**src/rtl/fetch_seq_pkg.sv**
```systemverilog
// Shared definitions for the instruction sequencer: opcode values, instruction
// field positions, decoded-instruction struct and sequencer states.
package fetch_seq_pkg;

    localparam int ADDR_W  = 8;
    localparam int INSTR_W = 16;

    localparam int OP_HI  = 15;
    localparam int OP_LO  = 12;
    localparam int REG_HI = 11;
    localparam int REG_LO = 8;
    localparam int IMM_HI = 7;
    localparam int IMM_LO = 0;

    localparam logic [3:0] OP_MOVR = 4'b0010;
    localparam logic [3:0] OP_MOVI = 4'b0011;
    localparam logic [3:0] OP_ADD  = 4'b0100;
    localparam logic [3:0] OP_SUB  = 4'b0101;
    localparam logic [3:0] OP_JZ   = 4'b0110;
    localparam logic [3:0] OP_RL   = 4'b0111;
    localparam logic [3:0] OP_ST   = 4'b1000;
    localparam logic [3:0] OP_HALT = 4'b1111;

    typedef enum logic [2:0] {
        ST_IDLE  = 3'd0,
        ST_FETCH = 3'd1,
        ST_LOAD  = 3'd2,
        ST_EXEC  = 3'd3,
        ST_HALT  = 3'd4
    } state_t;

    typedef struct packed {
        logic       is_ex;
        logic       is_jz;
        logic       is_halt;
        logic       is_illegal;
        logic [3:0] op;
        logic [3:0] rg;
        logic [7:0] imm;
    } dec_t;

endpackage

```
**src/rtl/fetch_seq_instr_decode.sv**
```systemverilog
// Combinational instruction decoder: classifies the opcode and splits out the
// operand fields. Shared with the datapath.
module instr_decode
    import fetch_seq_pkg::*;
(
    input  logic [INSTR_W-1:0] ir,
    output dec_t               dec
);

    always_comb begin
        dec            = '0;
        dec.op         = ir[OP_HI:OP_LO];
        dec.rg         = ir[REG_HI:REG_LO];
        dec.imm        = ir[IMM_HI:IMM_LO];
        case (ir[OP_HI:OP_LO])
            OP_MOVR, OP_MOVI, OP_ADD, OP_SUB, OP_RL, OP_ST: dec.is_ex = 1'b1;
            OP_JZ:   dec.is_jz      = 1'b1;
            OP_HALT: dec.is_halt    = 1'b1;
            default: dec.is_illegal = 1'b1;
        endcase
    end

endmodule

```
**src/rtl/fetch_seq.sv**
```systemverilog
// Instruction sequencer: owns the PC, fetches from a synchronous-read ROM and
// offers datapath instructions on a valid/ready handshake.
module fetch_seq
    import fetch_seq_pkg::*;
#(
    parameter int N = ADDR_W,
    parameter int M = INSTR_W
) (
    input  logic         clk,
    input  logic         rst,
    input  logic         start,
    output logic         rom_rd,
    output logic [N-1:0] rom_addr,
    input  logic [M-1:0] rom_data,
    output logic         ex_valid,
    output logic [3:0]   ex_op,
    output logic [3:0]   ex_reg,
    output logic [7:0]   ex_imm,
    input  logic         ex_ready,
    output logic [3:0]   zsel,
    input  logic         reg_zero,
    output logic [N-1:0] pc,
    output logic         halted,
    output logic         illegal_op,
    output state_t       dbg_state
);

    // Handshake: an instruction transfers on a rising edge where ex_valid and
    // ex_ready are both high; ex_valid and its fields hold until then, and
    // ex_valid never depends combinationally on ex_ready.

    localparam logic [N-1:0] PC_ONE = {{(N-1){1'b0}}, 1'b1};

    state_t         state, state_n;
    logic [N-1:0]   pc_n;
    logic [M-1:0]   ir;
    logic [N-1:0]   addr_q;
    dec_t           dec;

    instr_decode u_decode (
        .ir  (ir),
        .dec (dec)
    );

    always_ff @(posedge clk or posedge rst) begin
        if (rst) begin
            state  <= ST_IDLE;
            pc     <= '0;
            ir     <= '0;
            addr_q <= '0;
        end else begin
            state <= state_n;
            pc    <= pc_n;
            if (state == ST_LOAD)
                ir <= rom_data;
            if (state == ST_FETCH)
                addr_q <= pc;
        end
    end

    always_comb begin
        state_n = state;
        pc_n    = pc;
        case (state)
            ST_IDLE: begin
                if (start)
                    state_n = ST_FETCH;
            end
            ST_FETCH: state_n = ST_LOAD;
            ST_LOAD:  state_n = ST_EXEC;
            ST_EXEC: begin
                if (dec.is_ex) begin
                    if (ex_ready) begin
                        pc_n    = pc + PC_ONE;
                        state_n = ST_FETCH;
                    end
                end else if (dec.is_jz) begin
                    pc_n    = reg_zero ? ir[N-1:0] : pc + PC_ONE;
                    state_n = ST_FETCH;
                end else if (dec.is_halt) begin
                    state_n = ST_HALT;
                end else begin
                    pc_n    = pc + PC_ONE;
                    state_n = ST_FETCH;
                end
            end
            ST_HALT: state_n = ST_HALT;
            default: state_n = ST_IDLE;
        endcase
    end

    // Address tracks pc during the read cycle and otherwise holds the last one.
    assign rom_rd     = (state == ST_FETCH);
    assign rom_addr   = rom_rd ? pc : addr_q;
    assign ex_valid   = (state == ST_EXEC) && dec.is_ex;
    assign ex_op      = dec.op;
    assign ex_reg     = dec.rg;
    assign ex_imm     = dec.imm;
    assign zsel       = ir[REG_HI:REG_LO];
    assign halted     = (state == ST_HALT);
    assign illegal_op = (state == ST_EXEC) && dec.is_illegal;
    assign dbg_state  = state;

endmodule

```
**config.mk**
```make
export PLATFORM = sky130hd
export DESIGN_NAME = fetch_seq
export DESIGN_NICKNAME = d
export VERILOG_FILES = /design/src/rtl/fetch_seq_pkg.sv /design/src/rtl/fetch_seq_instr_decode.sv /design/src/rtl/fetch_seq.sv
export SDC_FILE = /design/constraint.sdc
export NUM_CORES = 1
export LEC_CHECK = 0
export CORE_AREA = 2 2 69 71
export DETAILED_ROUTE_END_ITERATION = 10
export DIE_AREA = 0 0 71 73
export PLACE_DENSITY = 0.78
export SETUP_SLACK_MARGIN = 0.05
export SYNTH_ARGS = -nofsm -noshare
export SYNTH_HDL_FRONTEND = slang
export SYNTH_SLANG_ARGS = --single-unit
export TNS_END_PERCENT = 10
```
**constraint.sdc**
```tcl
create_clock -name clk -period 1.9 [get_ports clk]
set_input_delay 0.38 -clock clk [delete_from_list [all_inputs] [get_ports clk]]
set_output_delay 0.38 -clock clk [all_outputs]
set_load 0.01 [all_outputs]
```
==> flow_metrics.py <==
metrics = {
    "yosys": {
        "synth-compound-area-share_pct": 11.1,
        "synthFlopType": "dfrtp_1",
        "syn_area_per_cell_um2": 12.2,
        "syn_nets": 163,
        "ys_ff_latch": 35,
        "synth.distinct_cells": 38,
        "synth_mux_area_share_pct": 18.8,
        "synth_top_family_by_area": "multiplexers",
        "synth-edff-count": 0,
        "yosysSeqAreaShare_pct": 50.7,
        "synthSimpleGateAreaFrac_pct": 14.4,
        "synth_fa_ha_area_share_pct": 0.725,
        "synthArstFlopShare_pct": 100,
        "yosys_warnings": 0,
        "synth_area_mm2": 0.00173,
        "synth_top_area_cell": "dfrtp_1",
        "netlist_instances": 141,
        "synthXorXnorAreaFrac_pct": 0,
        "synth.most_common_cell": "dfrtp_1",
        "synth_area_leaders": "dfrtp_1, mux2_2, buf_4, mux2i_1, a2bb2oi_1",
        "synth_top_area_share_pct": 50.7,
        "synthTopCellsByCount": "dfrtp_1, mux2_2, nand2_1, nor2_1, buf_4",
    },
    "sta": {
        "finalSetupViolCount": 10,
        "finalHoldViolCount": 0,
        "worstMarginPinSlew_ns": 0.448,
        "period_share_pct": 109,
        "fmax_mhz": 485,
        "relSlewSlack_pct": 70.1,
        "whs_ns": 0.491,
        "period_needed_ns": 2.06,
        "fin_tns_setup_ns": -1.09,
        "rsz0062_at_grt": "yes",
        "worst_clock_skew_ns": 0.00231,
        "drv_slew": 0,
        "worst_slack_ns": -0.164,
    },
    "global_routing": {
        "met3_usage_pct": 4.28,
        "grt_pass1_wl_um": 7310,
        "grt_pass1_vias": 1494,
        "grt_start_max_net_pins": 36,
        "grt.total_usage_pct": 18.2,
        "top_usage_layer": "met2",
        "met2_usage_pct": 30.7,
        "met1_usage_pct": 23.0,
        "overflow": 0,
        "antenna_found_initial": 0,
    },
    "placement": {
        "gp_congestion": 0.820,
        "place_hpwl_um": 3060,
        "io_buffer_count": 63,
        "dpl-instance-area_mm2": 0.00255,
        "dp_cells": 275,
    },
    "clock_tree": {
        "cts_buffers": 5,
        "cts_tree": "done",
        "cts.path.max_buffers": 2,
        "clock_latency_ns": 0.28,
        "cts_num_sinks": 35,
        "htreeDepth": 2,
        "clk_pin_slew_worst_paths_ns": 0.07,
        "ctsHoldBuffers": 0,
        "clock-root-buffer": "clkbuf_8",
    },
    "critical_path": {
        "startpoint_type": "flip-flop",
        "crit_chain": "nor3b_4, buf_6, buf_6, mux2_4, buf_6",
        "critPathArrivalTime_ns": 1.68,
        "cp_top_family": "flip-flops",
        "path_class": "reg2out",
        "crit_slowest_cell": "dfrtp_1",
        "cp-end-kind": "primary output",
        "required_ns": 1.52,
        "worst-path-buf-inv": 3,
        "cpMostUsedCell": "buf_6",
        "slowest_delay_ns": 0.41,
        "path_max_fanout": 5,
    },
    "final_layout": {
        "n_antenna_cell": 0,
        "postLayoutCellArea_mm2": 0.00280,
        "fin_cells": 290,
        "layout-drive-gt1-share_pct": 38.6,
        "fin_nets": 257,
        "syn_to_final_growth_pct": 61.9,
    },
    "run_status": {
        "violations": "negative setup slack",
        "status": "finished, violations left",
    },
    "floorplanning": {
        "core_mm2": 0.00454,
        "dieWidth_um": 71,
        "start_util_pct": 38.1,
        "rows": 25,
        "dieArea_mm2": 0.00518,
        "ios": 64,
        "die_h_um": 73,
    },
    "pwr": {
        "p_leak_nw": 1.26,
        "ir_drop_uv": 975,
        "power.density_mw_per_mm2": 1860,
        "finalPower_mw": 5.21,
    },
    "drt": {
        "drc": 0,
        "ant_nets": 0,
        "vias_per_cell": 5.02,
        "firstDrtPassIters": 4,
        "wl_um": 4290,
        "vias": 1456,
        "first_iter_violations": 45,
        "wl_per_cell_um": 14.8,
    },
    "job": {
        "drv_cap": 0,
    },
    "worst_hold_path": {
        "hp-class": "in2async",
    },
}
[where the power goes]
| part | internal [mW] | switching (mW) |
|---|---|---|
| Combinational | 1.96 | 1.23 |
| Sequential | 1.12 | 0.317 |
| Clock | 0.331 | 0.252 |
[stage by stage]
| step | setup slack, ns | utilization, % |
|---|---|---|
| 2_1_floorplan | 0.0798 | - |
| 3_3_place_gp | -0.182 | 56.3 |
| 3_5_place_dp | -0.189 | 56.3 |
| 4_1_cts | -0.168 | 60.9 |
| 5_1_grt | -0.216 | 61.6 |
| 6_report | -0.164 | 61.6 |
[cells by family (layout without fill, tap and decap cells)]
kind of cell / Yosys count / in the layout
multiplexers: 29 / 29
buffers and inverters: 11 / 106
AO/OA/AOI/OAI: 23 / 23
AND/OR/NAND/NOR: 42 / 42
flip-flops: 35 / 35
adder cells (fa/ha/maj): 1 / 1
[metal layers]
| layer | wire length [µm] | part of all wire, % |
|---|---|---|
| met2 | 2150 | 50 |
| met3 | 201 | 4.7 |
| met1 | 1860 | 43 |
| met5 | 0 | 0 |
| met4 | 76 | 1.8 |
[state kept, by name, summed over array words and instances (netlist names)]
signal / flops
addr_q: 8
pc: 8
ir: 16
dbg_state: 3
[worst register-to-register path: stages (launching register included)]
cell and delay [ns]:
dfrtp_1 0.40, buf_6 0.13, or4b_4 0.50, buf_6 0.14, o32ai_4 0.16, nor2_4 0.10
mux2_4 0.30
[area by class of cell]
cell class                 count  area, µm²
fill                         377       1740
timing repair buffer          96        910
sequential                    35        876
multi-input combinational     95        835
clock buffer                   8        100
tap                           54       67.6
inverter                       2       7.51
[worst paths after layout]
path                              start      endpoint  slack, ns  cells past startpoint
min reg2reg                   addr_q[4]     addr_q[4]       0.50                      1
min                                 rst        ir[11]       0.49                      3
min in group clk              addr_q[4]     addr_q[4]       0.50                      1
max in group asynchronous           rst  dbg_state[0]       1.08                      3
max                        dbg_state[1]   rom_addr[3]      -0.16                      5
max reg2reg                      ir[14]         pc[1]       0.05                      6
[placed cells by master, fill, tap and decap left out, types with 4 or more instances in the layout]
cell             instances
a2bb2oi_1                4
and3_1                   4
mux2_4                   8
clkbuf_8                 7
nor3_1                   4
buf_4                   22
dfrtp_1                 35
nand3_1                  5
nand2_1                  7
mux2_2                  17
nor2_1                   7
clkdlybuf4s50_1         50
a21oi_1                  5
buf_6                   18
mux2i_1                  4
[what timing repair did]
action                                  CTS  global route
endpoints found under the setup margin   19            20
cloned                                    1             0
resized for setup                        70             9
buffers inserted                          5             1
pin swaps                                 4             1
hold endpoints to repair                  0             0
Note: power is estimated with default switching activity, not from simulation.
